[config.mk]
export PLATFORM = sky130hd
export DESIGN_NAME = sdram_port_arbiter
export DESIGN_NICKNAME = d
export VERILOG_FILES = /design/src/rtl/sdram_port_arbiter.sv
export SDC_FILE = /design/constraint.sdc
export NUM_CORES = 1
export LEC_CHECK = 0
export ABC_CLOCK_PERIOD_IN_PS = 3600
export CAP_MARGIN = 25
export CORE_MARGIN = 4
export CORE_UTILIZATION = 30
export DETAILED_ROUTE_END_ITERATION = 8
export DONT_BUFFER_PORTS = 1
export PLACE_DENSITY = 0.49
export REMOVE_ABC_BUFFERS = 1
export SETUP_SLACK_MARGIN = 0.4
export SLEW_MARGIN = 5
export SYNTH_ARGS = -nofsm -noshare
export SYNTH_HDL_FRONTEND = slang
export SYNTH_SLANG_ARGS = --single-unit
[constraint.sdc]
create_clock -name clk_clk -period 3.6 [get_ports clk_clk]
set_input_delay 0.54 -clock clk_clk [delete_from_list [all_inputs] [get_ports clk_clk]]
set_output_delay 0.54 -clock clk_clk [all_outputs]
set_load 0.005 [all_outputs]
[src/rtl/sdram_port_arbiter.sv]
// Two-port round-robin arbiter onto one Avalon-MM SDRAM slave. Grants land on m_* one cycle after an idle request.
// Commands are held under m_waitrequest, and reads stall while the ID FIFO is full. Read data is steered with zero added latency.
module sdram_port_arbiter #(
    parameter int ADDR_W   = 24,
    parameter int DATA_W   = 16,
    parameter int MAX_PEND = 8
) (
    input  logic                clk_clk,
    input  logic                reset_reset,
    input  logic [ADDR_W-1:0]   r0_address,
    input  logic                r0_read,
    input  logic                r0_write,
    input  logic [DATA_W-1:0]   r0_writedata,
    input  logic [DATA_W/8-1:0] r0_byteenable,
    output logic                r0_waitrequest,
    output logic [DATA_W-1:0]   r0_readdata,
    output logic                r0_readdatavalid,
    input  logic [ADDR_W-1:0]   r1_address,
    input  logic                r1_read,
    input  logic                r1_write,
    input  logic [DATA_W-1:0]   r1_writedata,
    input  logic [DATA_W/8-1:0] r1_byteenable,
    output logic                r1_waitrequest,
    output logic [DATA_W-1:0]   r1_readdata,
    output logic                r1_readdatavalid,
    output logic [ADDR_W-1:0]   m_address,
    output logic                m_read,
    output logic                m_write,
    output logic [DATA_W-1:0]   m_writedata,
    output logic [DATA_W/8-1:0] m_byteenable,
    input  logic                m_waitrequest,
    input  logic [DATA_W-1:0]   m_readdata,
    input  logic                m_readdatavalid,
    output logic                orphan_err
);
    localparam int PW = $clog2(MAX_PEND);

    typedef enum logic [1:0] {IDLE, OWN0, OWN1} state_t;

    state_t              state;
    logic                last_grant;
    logic [MAX_PEND-1:0] pend_id;
    logic [PW-1:0]       wr_ptr;
    logic [PW-1:0]       rd_ptr;
    logic [PW:0]         count;
    logic                fifo_full;
    logic                fifo_empty;
    logic                head_id;
    logic                req0;
    logic                req1;
    logic                own0;
    logic                own1;
    logic                accept;
    logic                push;
    logic                pop;

    assign req0       = r0_read | r0_write;
    assign req1       = r1_read | r1_write;
    assign own0       = (state == OWN0);
    assign own1       = (state == OWN1);
    // MAX_PEND is a power of two, so the counter MSB alone marks full.
    assign fifo_full  = count[PW];
    assign fifo_empty = (count == '0);
    assign head_id    = pend_id[rd_ptr];

    assign m_address    = own1 ? r1_address    : r0_address;
    assign m_writedata  = own1 ? r1_writedata  : r0_writedata;
    assign m_byteenable = own1 ? r1_byteenable : r0_byteenable;
    assign m_read       = ((own0 & r0_read) | (own1 & r1_read)) & ~fifo_full;
    assign m_write      = (own0 & r0_write) | (own1 & r1_write);

    assign accept = (m_read | m_write) & ~m_waitrequest;
    assign push   = accept & m_read;
    assign pop    = m_readdatavalid & ~fifo_empty;

    assign r0_waitrequest = ~own0 | m_waitrequest | (r0_read & fifo_full);
    assign r1_waitrequest = ~own1 | m_waitrequest | (r1_read & fifo_full);

    assign r0_readdata      = m_readdata;
    assign r1_readdata      = m_readdata;
    assign r0_readdatavalid = pop & ~head_id;
    assign r1_readdatavalid = pop & head_id;

    always_ff @(posedge clk_clk) begin
        if (reset_reset) begin
            state      <= IDLE;
            last_grant <= 1'b1;
        end else begin
            case (state)
                IDLE: begin
                    if (req0 & req1)
                        state <= last_grant ? OWN0 : OWN1;
                    else if (req0)
                        state <= OWN0;
                    else if (req1)
                        state <= OWN1;
                end
                OWN0: begin
                    if (accept) begin
                        last_grant <= 1'b0;
                        if (req1)
                            state <= OWN1;
                        else if (!req0)
                            state <= IDLE;
                    end else if (!req0) begin
                        state <= IDLE;
                    end
                end
                OWN1: begin
                    if (accept) begin
                        last_grant <= 1'b1;
                        if (req0)
                            state <= OWN0;
                        else if (!req1)
                            state <= IDLE;
                    end else if (!req1) begin
                        state <= IDLE;
                    end
                end
                default: state <= IDLE;
            endcase
        end
    end

    // ID storage needs no reset: entries are only read behind the counter.
    always_ff @(posedge clk_clk) begin
        if (push)
            pend_id[wr_ptr] <= own1;
    end

    always_ff @(posedge clk_clk) begin
        if (reset_reset) begin
            wr_ptr     <= '0;
            rd_ptr     <= '0;
            count      <= '0;
            orphan_err <= 1'b0;
        end else begin
            if (push)
                wr_ptr <= wr_ptr + 1'b1;
            if (pop)
                rd_ptr <= rd_ptr + 1'b1;
            if (push & ~pop)
                count <= count + 1'b1;
            else if (pop & ~push)
                count <= count - 1'b1;
            if (m_readdatavalid & fifo_empty)
                orphan_err <= 1'b1;
        end
    end
endmodule

# --- Word-level counts from Yosys, hierarchy flattened ---
# Index checks and enable logic that the tools add are counted.
word_totals:
  regBits: 22
  latchBits: 0
  mem_bits_rw: 0
  mem_bits_ro: 0
  inputBits: 108
  out_inout_bits: 81
  word_cells: 82
  n_memories: 0
classes:
  add_sub_neg: 4
  n_mul: 0
  div_mod_pow: 0
  n_lt_le_gt_ge: 3
  eq_ne: 5
  shift: 0
  n_mux: 24
  bitwise_logic: 33
  reduce_logical: 6
op_table:
  columns: ["operator", "count"]
  rows:
  - ["24-bit 2-to-1 mux", 1]
  - ["2-bit 2-to-1 mux", 11]
  - ["1-bit bitwise AND", 16]
  - ["16-bit 2-to-1 mux", 1]
  - ["1-bit OR", 9]
  - ["8-bit bitwise mux", 1]
  - ["3-bit by 4-bit less-than comparator with 1-bit output, second input constant", 2]
  - ["4-bit 2-to-1 mux", 2]
  - ["1-bit NOT", 8]
  - ["3-bit by 1-bit adder with 3-bit output, second input constant", 2]
  - ["2-bit one-hot mux with 3 select lines", 1]
  - ["4-bit by 1-bit adder with 4-bit output, second input constant", 1]
  - ["4-bit logical NOT", 1]
  - ["1-bit 2-to-1 mux", 4]
  - ["2-bit by 1-bit != test with 1-bit output, second input constant", 2]
  - ["4-bit != test, second input constant", 1]
  - ["2-bit nonzero test", 2]
  - ["4-bit by 1-bit subtractor with 4-bit output, second input constant", 1]
  - ["1-bit binary-select mux with 3-bit select", 1]
  - ["1-bit demux with 3-bit select", 1]
  - ["3-bit by 1-bit >= comparator with 1-bit output, second input constant", 1]
  - ["3-bit AND reduction", 1]
  - ["2-bit by 1-bit == test with 1-bit output, second input constant", 1]
  - ["2-bit == test, second input constant", 1]
  - ["3 further kinds", 3]

# --- Longest topological paths before layout ---
# Gate-level depths: netlist (run 1).
logic_depth:
  word_depth: 11
  mapped_depth: 13

# --- Least setup slack after synthesis (run 1) ---
# Ideal clock, no wire load.
synth_path:
  path_type: "reg-to-reg"
  start: "register state[0]"
  end: "register count[3]"
  arrival_time_ns: 2.750
  required_ns: 3.479
  setup_slack_ns: 0.729
  path_stages_with_launch: 14
  path_buffers: 1
  synth_period_minus_slack_ns: 2.871
  path_cell_list: "dfxtp_1 > inv_1 > ha_1 > a22oi_1 > or2_1 > buf_6 > clkinv_4 > ha_1 > inv_1 > ha_1 > a21o_1 > a21oi_1 > mux2i_1 > mux2_2"
synth_via:
  elab_chain_cells: 10
  elab_cells_between_ends: 17
  classes_between: "eq/ne (2); mux (1); bitwise (13); reduce/logical (1)"
synth_rtl:
  columns: ["item", "line", "text"]
  rows:
  - ["from (decl)", "40", "state_t state;"]
  - ["from (signal assigned)", "92", "state <= last_grant ? OWN0 : OWN1;"]
  - ["2-bit == test (*)", "60", "assign own1 = (state == OWN1);"]
  - ["named net own1", "52", "logic own1;"]
  - ["1-bit bitwise AND", "69", "assign m_read = ((own0 & r0_read) | (own1 & r1_read)) & ~fifo_full;"]
  - ["1-bit OR", "69", null]
  - ["1-bit bitwise AND", "69", null]
  - ["1-bit OR", "72", "assign accept = (m_read | m_write) & ~m_waitrequest;"]
  - ["1-bit bitwise AND", "72", null]
  - ["1-bit bitwise AND (*)", "73", "assign push = accept & m_read;"]
  - ["named net push", "54", "logic push;"]
  - ["1-bit NOT", "144", "else if (pop & ~push)"]
  - ["1-bit bitwise AND", "144", null]
  - ["2-bit nonzero test (no source line)", null, null]
  - ["to (signal assigned)", "143", "count <= count + 1'b1;"]
  - ["to (signal assigned)", "145", "count <= count - 1'b1;"]
  - ["to (decl)", "45", "logic [PW:0] count;"]
# The timed path passes the listed nets; every way through them passes the cells marked *.
# A chain may end at the register's enable or synchronous reset.

# --- Final worst setup path (run 1) ---
layout_path:
  start: "register state[1]"
  end: "register count[3]"
layout_via:
  elab_chain_cells: 10
  elab_cells_between_ends: 17
  classes_between: "eq/ne (2); mux (1); bitwise (13); reduce/logical (1)"
layout_rtl:
  columns: ["item", "line"]
  rows:
  - ["2-bit by 1-bit == test with 1-bit output or 2-bit == test (tied branches)", "59, 60"]
  - ["1-bit bitwise AND", "69"]
  - ["1-bit OR", "69"]
  - ["1-bit bitwise AND", "69"]
  - ["1-bit OR", "72"]
  - ["1-bit bitwise AND", "72"]
  - ["1-bit bitwise AND (*)", "73"]
  - ["named net push", "54"]
  - ["1-bit NOT", "144"]
  - ["1-bit bitwise AND", "144"]
  - ["2-bit nonzero test (no source line)", null]
# Marks and branches as above.

==> flow_summary.json, run 1 <==
{
  "worstPathMaxFanout": 7,
  "cts_made_buffers": 3,
  "multi_input_area_um2": 1220,
  "fin_worst_skew_ns": 0.00850,
  "report.final.slew_viol_count": 0,
  "n_fill_cell": 668,
  "whs_endpoint": "wr_ptr[0]",
  "avgSynthCellArea_um2": 9.65,
  "total_power_mw": 1.16,
  "synth-seq-area-share_pct": 25.3,
  "num_rows": 29,
  "start_util_pct": 31.6,
  "r2r_end": "count[3]",
  "grt_max_degree": 57,
  "vias": 1423,
  "yosysWarningCount": 0,
  "cts_sinks": 22,
  "grt_setup_unrepaired": "false",
  "worstHoldStart": "reset_reset",
  "synthAdderAreaFrac_pct": 6.46,
  "crit_family": "adder cells",
  "layoutNonFillerInstCount": 253,
  "dp_cells": 249,
  "synth_cell_types": 44,
  "clkLatencyLatePin_ns": 0.27,
  "synthMuxAreaShare_pct": 28.3,
  "reg2reg_slack_ns": 0.73,
  "power_frac_comb_pct": 48.1,
  "synth_edf_count": 8,
  "p_seq_share_pct": 31.8,
  "fmax_mhz": 348,
  "grt_usage_pct": 12.9,
  "post_cts_buffers": 0,
  "wl_met3_um": 868,
  "die_w_um": 90.8,
  "route.met2.wl_um": 2820,
  "cp.required_ns": 3.77,
  "reg2reg_from": "state[1]",
  "crit_buf_inv": 3,
  "p_sw_uw": 424,
  "synth_top_cell_by_area": "mux2_2",
  "path_class": "flip-flop to flip-flop",
  "ys_seq_elements": 22,
  "synth_area_um2": 2050,
  "holdBufCountCts": 0,
  "place_hpwl_um": 4840,
  "core_um2": 6490,
  "switching_share_pct": 36.6,
  "seqCellArea_um2": 520,
  "cts-resized-gates": 0,
  "mostFrequentLayoutCell": "mux2_2",
  "worst-slew-pin-transition_ns": 0.611,
  "finalSetupTns_ns": 0,
  "grt-ovfl-total": 0,
  "whs_path_depth": 1,
  "cp-end-kind": "flip-flop",
  "ant_nets": 0,
  "p_int_uw": 736,
  "drt-pass1-iter-count": 4,
  "peakVddDrop_uv": 171,
  "cap_violations": 0,
  "floorplan.die_area_um2": 8240,
  "power.density_nw_per_um2": 597,
  "critPathMaxStageDelay_ns": 0.40,
  "ys_async_sr_fraction_pct": 0,
  "drive_above_1_share_pct": 34.1,
  "areaGrowthSynthToFinish_pct": -5.48,
  "startpoint": "state[1]",
  "synth_compound_area_share_pct": 8.65,
  "grt_first_pass_wirelength_um": 8450,
  "place_congestion": 0.774,
  "route.detailed.drc": 0,
  "antenna_cells": 0,
  "worstRegToRegCells": 12,
  "port_buffers": 0,
  "cts.clk_slew.worst_paths_ns": 0.09,
  "nets": 295,
  "mostFrequentLayoutCells": "44 x mux2_2, 22 x nor2_1, 14 x dfxtp_1, 8 x ha_1, 8 x edfxtp_1",
  "synthTopCellsByArea": "mux2_2 24%, dfxtp_1 14%, buf_4 12%",
  "pin_count": 189,
  "clock_path_buffers": 2,
  "slew_headroom_pct": 59.2,
  "ys.flop_type": "dfxtp_1",
  "status": "completed",
  "final_area_um2": 1940,
  "wl_per_cell_um": 22.7,
  "synth.top_cell.area_share_pct": 24.1,
  "avgViaCountPerCell": 5.62,
  "drt-met1-wl_um": 2020,
  "critPathSlowestCell": "dfxtp_1",
  "placed_cell_area_um2": 1860,
  "power.leakage_nw": 0.676,
  "drtIter0Drc": 42,
  "syn_inst": 213,
  "highest_layer": "met4",
  "p_clk_share_pct": 20.1,
  "synth-xor-area-share_pct": 2.56,
  "setup_violations": 0,
  "htreeDepth": 1,
  "drt_wl_total_um": 5750,
  "antenna_found_initial": 0,
  "min_path_type": "input pin to flip-flop",
  "cts_tree": "built",
  "crit_path_start_kind": "flip-flop",
  "synth_top_family_by_area": "multiplexers",
  "die_h_um": 90.8,
  "hold_violations": 0,
  "cp_common_cell": "ha_1",
  "fin_crit_ns": 2.87,
  "path_cells": "inv_1, ha_1, a22oi_2, or2_4, clkinv_4, ha_1, inv_1, ha_1, a21o_1, a21oi_1, mux2i_1, mux2_2",
  "clock_tree.root_cell": "clkbuf_8",
  "min_period_over_period_pct": 79.8,
  "synthSimpleGateAreaFrac_pct": 12.9,
  "grt_pass1_vias": 1448,
  "cp.arrival_ns": 3.04
}
worst reg2reg max path, stage by stage (launching register included):
cell and delay [ns]:
dfxtp_1 0.40, inv_1 0.11, ha_1 0.27, a22oi_2 0.24, or2_4 0.23, clkinv_4 0.08, ha_1 0.21, inv_1 0.13
ha_1 0.24, a21o_1 0.17, a21oi_1 0.16, mux2i_1 0.21, mux2_2 0.34
per-layer routing:
metal | vias to the layer above | GRT usage (%)
li1 | 647 | -
met1 | 643 | 12.6
met2 | 126 | 22.6
met3 | 7 | 9.08
met4 | 0 | 1.79
met5 | - | 1.92
state kept, by name (all words and copies together) (netlist names):
name	count
pend_id	8
state	2
orphan_err	1
wr_ptr	3
rd_ptr	3
last_grant	1
count	4
stage by stage:
step / hold slack, ns / setup WS [ns] / util (%)
6_report: 0.327 / 0.727 / 29.9
5_1_grt: 0.303 / 0.514 / 29.9
4_1_cts: 0.314 / 0.466 / 29.8
3_5_place_dp: 0.493 / 0.458 / 28.7
3_3_place_gp: 0.494 / 0.564 / 28.7
2_1_floorplan: 0.460 / -0.423 / -
cells by family (layout without fill, tap and decap cells):
kind of cell,Yosys count,after routing
muxes,50,50
AOI/OAI and AO/OA,23,23
adders and majority gates,10,10
xor gates and xnor gates,6,6
DFF,22,22
buffers and inverters,48,11
and+or+nand+nor,54,54
Yosys cell counts (2+ instances only):
master / instances
buf_2: 4
xor2_1: 2
a22oi_1: 2
nor2b_1: 3
o211ai_1: 3
nor3_1: 4
xnor2_1: 4
o22ai_1: 2
nand2b_1: 2
or2_1: 2
nor3b_1: 2
inv_1: 5
edfxtp_1: 8
o21ai_0: 3
mux4_2: 2
ha_1: 9
clkbuf_1: 3
buf_4: 32
nor4_1: 2
nand3_1: 4
mux2i_1: 4
a21o_1: 2
nand2_1: 6
a21oi_1: 5
mux2_2: 44
dfxtp_1: 14
buf_6: 2
nor2_1: 22
area by class of cell:
type | instances | area share [%]
flip-flops and latches | 22 | 26.8
clock buffers | 3 | 2.13
well taps | 77 | 4.96
clock inverters | 1 | 1.55
repair buffers | 1 | 0.387
inverters | 6 | 1.42
multi-input cells | 143 | 62.8
power groups by stage:
| stage | logic [mW] | clock network (mW) | registers, mW |
|---|---|---|---|
| 4_1_cts | 0.559 | 0.242 | 0.370 |
| 5_1_grt | 0.620 | 0.254 | 0.378 |
| 3_3_place_gp | 0.560 | 0 | 0.376 |
| 6_report | 0.558 | 0.233 | 0.369 |
| 3_5_place_dp | 0.557 | 0 | 0.376 |
| 2_1_floorplan | 0.473 | 0 | 0.361 |
worst max path at each step:
stage / to / slack, ns / cells past startpoint
2_1_floorplan: count[3] / -0.42 / 12
4_1_cts: count[3] / 0.47 / 12
3_5_place_dp: count[3] / 0.46 / 12
3_3_place_gp: count[3] / 0.56 / 12
5_1_grt: count[3] / 0.51 / 12
6_report: count[3] / 0.73 / 12
No activity file was read; power rests on OpenSTA's default activity.
==> inputs of run 2 (changes only) <==
--- a/config.mk
+++ b/config.mk
@@ -5,7 +5,7 @@
 export SDC_FILE = /design/constraint.sdc
 export NUM_CORES = 1
 export LEC_CHECK = 0
-export ABC_CLOCK_PERIOD_IN_PS = 3600
+export ABC_CLOCK_PERIOD_IN_PS = 2800
 export CAP_MARGIN = 25
 export CORE_MARGIN = 4
 export CORE_UTILIZATION = 30
==> constraint.sdc (replaced) <==
create_clock -name clk_clk -period 2.8 [get_ports clk_clk]
set_input_delay 0.42 -clock clk_clk [delete_from_list [all_inputs] [get_ports clk_clk]]
set_output_delay 0.42 -clock clk_clk [all_outputs]
set_load 0.005 [all_outputs]
==> run 2 against run 1 <==
Effect of this change: combinational power up 54%; count of clock-buffer cells in the layout unchanged; clock skew down 0.0077 ns; core utilization up 2.6 points; worst setup slack worse by 0.28 ns; first-iteration DRC count down 26%; hold slack worse by 0.11 ns; register-to-register slack worse by 0.28 ns; largest cell class unchanged; highest routed layer unchanged.
==> flow_summary.json, run 2 (same netlist as run 1, synthesis figures left out) <==
{
  "grt_setup_unrepaired": "true",
  "slew_headroom_pct": 58.8,
  "p_clk_share_pct": 18.0,
  "power.density_nw_per_um2": 783,
  "cp-end-kind": "flip-flop",
  "grt_max_degree": 57,
  "largest_reg_flops": 8,
  "fmax_mhz": 426,
  "clock_tree.root_cell": "clkbuf_8",
  "antenna_found_initial": 0,
  "cts_tree": "built",
  "start_util_pct": 31.6,
  "path_cells": "inv_4, ha_4, a22oi_2, or2_4, clkinv_4, ha_4, inv_4, ha_4, a21o_1, a21oi_2, mux2i_1, mux2_2",
  "vias": 1468,
  "num_rows": 29,
  "grt_usage_pct": 13.4,
  "cp_common_cell": "ha_4",
  "areaGrowthSynthToFinish_pct": 2.80,
  "power_frac_comb_pct": 52.1,
  "min_period_over_period_pct": 83.9,
  "cts.clk_slew.worst_paths_ns": 0.08,
  "p_int_mw": 1.05,
  "nets": 307,
  "p_sw_uw": 602,
  "fin_ws_ns": 0.451,
  "antenna_cells": 0,
  "place_ws_ns": 0.0253,
  "htreeDepth": 1,
  "cp.required_ns": 2.96,
  "min_path_type": "input pin to flip-flop",
  "dp_cells": 254,
  "fin_worst_skew_ns": 0.000765,
  "floorplan.die_area_um2": 8240,
  "mostFrequentLayoutCells": "44 x mux2_2, 22 x nor2_1, 13 x buf_4, 11 x dfxtp_1, 8 x edfxtp_1",
  "clock_path_buffers": 2,
  "route.detailed.drc": 0,
  "setup_violations": 0,
  "port_buffers": 0,
  "holdBufCountCts": 0,
  "wl_per_cell_um": 22.8,
  "grt-ovfl-total": 0,
  "cts_made_buffers": 3,
  "fin_crit_ns": 2.35,
  "reg_top3": "pend_id (8), count (4)",
  "layoutNonFillerInstCount": 265,
  "avgViaCountPerCell": 5.54,
  "grt_first_pass_wirelength_um": 8780,
  "hold_violations": 0,
  "crit_path_start_kind": "flip-flop",
  "critPathMaxStageDelay_ns": 0.39,
  "switching_share_pct": 36.4,
  "drt-pass1-iter-count": 4,
  "cts_sinks": 22,
  "clkLatencyLatePin_ns": 0.26,
  "cap_violations": 0,
  "die_h_um": 90.8,
  "p_seq_share_pct": 29.9,
  "drt_wl_total_um": 6040,
  "regMostFlops": "pend_id",
  "crit_family": "multiplexers",
  "place_congestion": 0.800,
  "report.final.slew_viol_count": 0,
  "worst_hold_slack_ns": 0.214,
  "core_um2": 6490,
  "worst-slew-pin-transition_ns": 0.618,
  "drive_above_1_share_pct": 44.1,
  "crit_buf_inv": 3,
  "die_w_um": 90.8,
  "drtIter0Drc": 31,
  "pin_count": 189,
  "path_class": "flip-flop to flip-flop",
  "status": "completed",
  "grt_pass1_vias": 1583,
  "mostFrequentLayoutCell": "mux2_2",
  "worstPathMaxFanout": 3,
  "ant_nets": 0,
  "place_hpwl_um": 4920,
  "cp.arrival_ns": 2.51,
  "critPathSlowestCell": "dfxtp_4",
  "peakVddDrop_uv": 234,
  "power.leakage_nw": 0.740
}
## run 2: cell count changes in the layout (fill, tap and decap cells not counted)
cell | previous run | this run
buf_4 | 1 | 13
dfxtp_2 | 0 | 1
inv_4 | 0 | 3
ha_4 | 0 | 5
dfxtp_4 | 0 | 2
inv_1 | 5 | 2
a21oi_2 | 0 | 1
ha_2 | 1 | 0
ha_1 | 8 | 4
dfxtp_1 | 14 | 11
a21oi_1 | 5 | 4
## run 2: final timing paths
kind                end  depth (start not counted)  slack [ns]         from
max            count[3]                         12        0.45     state[0]
min           wr_ptr[0]                          1        0.21  reset_reset
max reg2reg    count[3]                         12        0.45     state[0]
min reg2reg  orphan_err                          2        0.51   orphan_err
## run 2: final cells by class
cell class              instances  area (µm²)
repair buffers                 13        97.6
clock inverters                 1        30.0
flip-flops and latches         22         529
clock buffers                   3        41.3
fillers                       668        4380
inverters                       6        35.0
well taps                      77        96.3
multi-input cells             143        1280
## run 2: repair_timing
action / 4_1_cts / 5_1_grt
cloned: 0 / 0
endpoints found under the setup margin: 1 / 1
pin swaps: 4 / 4
gates resized for setup: 14 / 7
buffers inserted: 5 / 2
## run 2: through the flow
| stage | utilization, % | cell area (µm²) | setup TNS, ns | total power, mW |
|---|---|---|---|---|
| after floorplan | - | 1760 | -4.64 | 1.07 |
| after global placement | 29.3 | 1900 | 0 | 1.23 |
| after detailed placement | 29.3 | 1900 | 0 | 1.24 |
| after CTS | 31.7 | 2060 | 0 | 1.63 |
| after global routing | 32.5 | 2110 | 0 | 1.77 |
| final | 32.5 | 2110 | 0 | 1.65 |
## run 2: per-layer routing
metal	vias to the layer above	routed length [µm]	track usage, %
met4	0	78	2.04
li1	668	-	-
met2	133	2970	23.0
met1	661	2040	12.8
met5	-	0	3.85
met3	6	945	10.0
## run 2: worst register-to-register path, cell delays in order (launching register included)
cell and delay, ns:
dfxtp_4 0.39, inv_4 0.04, ha_4 0.15, a22oi_2 0.17, or2_4 0.17, clkinv_4 0.05
ha_4 0.16, inv_4 0.06, ha_4 0.19, a21o_1 0.16, a21oi_2 0.14, mux2i_1 0.21
mux2_2 0.34
## run 2: power by group through the flow
stage          Sequential, mW  Clock, mW  Combinational [mW]
5_1_grt                 0.504      0.322               0.947
3_5_place_dp            0.481          0               0.760
4_1_cts                 0.481      0.308               0.838
2_1_floorplan           0.465          0               0.608
6_report                0.494      0.298               0.862
3_3_place_gp            0.480          0               0.755
==> inputs of run 3 (changes only) <==
--- a/config.mk
+++ b/config.mk
@@ -5,7 +5,7 @@
 export SDC_FILE = /design/constraint.sdc
 export NUM_CORES = 1
 export LEC_CHECK = 0
-export ABC_CLOCK_PERIOD_IN_PS = 2800
+export ABC_CLOCK_PERIOD_IN_PS = 2250
 export CAP_MARGIN = 25
 export CORE_MARGIN = 4
 export CORE_UTILIZATION = 30
==> constraint.sdc (replaced) <==
create_clock -name clk_clk -period 2.25 [get_ports clk_clk]
set_input_delay 0.3375 -clock clk_clk [delete_from_list [all_inputs] [get_ports clk_clk]]
set_output_delay 0.3375 -clock clk_clk [all_outputs]
set_load 0.005 [all_outputs]
==> run 3 against run 2 <==
Effect of this change: the run now ends with setup timing left; register-to-register slack worse by 0.52 ns; sequential share of layout area shrank 5.2 points; clock power increased by 24%; fmax up 1.2%; sequential power grew 20%; final area rose by 27%; critical path depth stayed put; routed wire length increased by 16%; combinational power is 100% higher; via count is 7.8% higher; power rose by 63%; critical path type unchanged; critical endpoint unchanged; largest power group unchanged; highest routed layer unchanged.
==> flow_summary.json, run 3 (same netlist as run 1, synthesis figures left out) <==
{
  "worstRegToRegCells": 12,
  "drt-pass1-iter-count": 4,
  "start_util_pct": 31.6,
  "utilization_pct": 41.3,
  "clkLatencyLatePin_ns": 0.26,
  "htreeDepth": 1,
  "grt_usage_pct": 14.8,
  "clock_tree.root_cell": "clkbuf_8",
  "final_area_um2": 2680,
  "port_buffers": 0,
  "min_path_type": "input pin to flip-flop",
  "holdBufCountCts": 0,
  "peakVddDrop_uv": 360,
  "report.final.slew_viol_count": 0,
  "drive_above_1_share_pct": 57.3,
  "grt-ovfl-total": 0,
  "p_int_mw": 1.77,
  "mostFrequentLayoutCell": "mux2_4",
  "grt_pass1_vias": 1669,
  "switching_share_pct": 34.2,
  "route.detailed.drc": 0,
  "grt_setup_unrepaired": "true",
  "place_congestion": 0.780,
  "antenna_cells": 0,
  "fmax_mhz": 431,
  "die_h_um": 90.8,
  "ant_nets": 0,
  "regMostFlops": "pend_id",
  "cts_sinks": 22,
  "power.leakage_nw": 1.07,
  "drt_wl_total_um": 7030,
  "reg2reg_slack_ns": -0.07,
  "num_rows": 29,
  "pin_count": 189,
  "grt_max_degree": 19,
  "largest_reg_flops": 8,
  "crit_path_start_kind": "flip-flop",
  "p_sw_uw": 921,
  "antenna_found_initial": 0,
  "grt_first_pass_wirelength_um": 9620,
  "cp.required_ns": 2.41,
  "fin_worst_skew_ns": 0.00107,
  "cts.clk_slew.worst_paths_ns": 0.08,
  "core_um2": 6490,
  "cp.arrival_ns": 2.48,
  "cp-end-kind": "flip-flop",
  "areaGrowthSynthToFinish_pct": 30.5,
  "die_w_um": 90.8,
  "p_seq_share_pct": 22.0,
  "violations": "setup timing",
  "cts_made_buffers": 3,
  "worstPathMaxFanout": 3,
  "slew_headroom_pct": 74.4,
  "vias": 1583,
  "place_ws_ns": -0.333,
  "cap_violations": 0,
  "min_period_over_period_pct": 103,
  "nets": 332,
  "worst-slew-pin-transition_ns": 0.381,
  "drtIter0Drc": 43,
  "avgViaCountPerCell": 5.46,
  "status": "finished, violations left",
  "floorplan.die_area_um2": 8240,
  "reg_top3": "pend_id (8), count (4)",
  "setup_violations": 1,
  "whs_path_depth": 1,
  "mostFrequentLayoutCells": "42 x mux2_4, 28 x buf_4, 22 x nor2_1, 11 x dfxtp_1, 8 x edfxtp_1",
  "fin_crit_ns": 2.32,
  "wl_per_cell_um": 24.2,
  "p_clk_share_pct": 13.7,
  "hold_violations": 0,
  "placed_cell_area_um2": 1990,
  "path_class": "flip-flop to flip-flop",
  "cts_tree": "built",
  "power_frac_comb_pct": 64.3,
  "place_hpwl_um": 4980,
  "power.density_nw_per_um2": 1000,
  "clock_path_buffers": 2,
  "fin_ws_ns": -0.0706
}
[run 3: changes by cell type in the layout (fill, tap and decap cells not counted), moves of 2 or more]
cell | previous run | this run
buf_16 | 0 | 4
buf_4 | 13 | 28
buf_6 | 0 | 2
clkbuf_16 | 0 | 3
mux2_2 | 44 | 2
mux2_4 | 0 | 42
nor2b_1 | 3 | 1
[run 3: area by class of cell]
class,count,area [µm²]
fillers,636,3810
multi-input cells,143,1510
flip-flops and latches,22,532
repair buffers,38,438
well taps,77,96.3
clock buffers,3,41.3
inverters,6,32.5
clock inverters,1,30.0
[run 3: repair_timing]
action,4_1_cts,5_1_grt
buffers inserted,7,7
pin swaps,10,13
setup endpoints to repair,53,51
resized for setup,34,58
cloned,3,3
[run 3: power by group through the flow]
stage                     sequential, mW  clock (mW)  combinational, mW
final                              0.592       0.369               1.73
after global routing               0.604       0.398               1.88
after CTS                          0.586       0.379               1.41
after detailed placement           0.578           0               1.07
after global placement             0.577           0               1.07
after floorplan                    0.578           0              0.756
[run 3: final timing paths]
path / to / from
worst min register to register: orphan_err / orphan_err
worst max-delay path: count[3] / state[0]
worst min-delay path: rd_ptr[0] / reset_reset
worst max register to register: count[3] / state[0]
[run 3: metrics by stage]
| stage | instances | setup TNS (ns) | power (mW) | hold WS, ns |
|---|---|---|---|---|
| floorplan | 171 | -23.30 | 1.33 | 0.404 |
| global placement | 266 | -0.316 | 1.64 | 0.408 |
| detailed placement | 266 | -0.418 | 1.64 | 0.409 |
| CTS | 280 | -0.0709 | 2.38 | 0.119 |
| global route | 290 | -0.189 | 2.88 | 0.109 |
| finish | 290 | -0.0706 | 2.69 | 0.125 |
[run 3: critical path, stage by stage, from the launching register on]
cell and delay (ns):
dfxtp_4 0.39, inv_4 0.04, ha_4 0.15, a22oi_2 0.18, or2_4 0.17, clkinv_4 0.06, ha_4 0.16, inv_4 0.06
buf_6 0.11, ha_4 0.21, a21oi_2 0.14, mux2i_1 0.21, mux2_2 0.34
[run 3: per-layer routing]
metal / up-vias / track usage (%) / wire length, µm
met2: 124 / 25.4 / 3590
met5: - / 3.85 / 0
met1: 728 / 15.5 / 2380
met4: 0 / 1.66 / 51
met3: 7 / 9.25 / 1010
li1: 724 / - / -
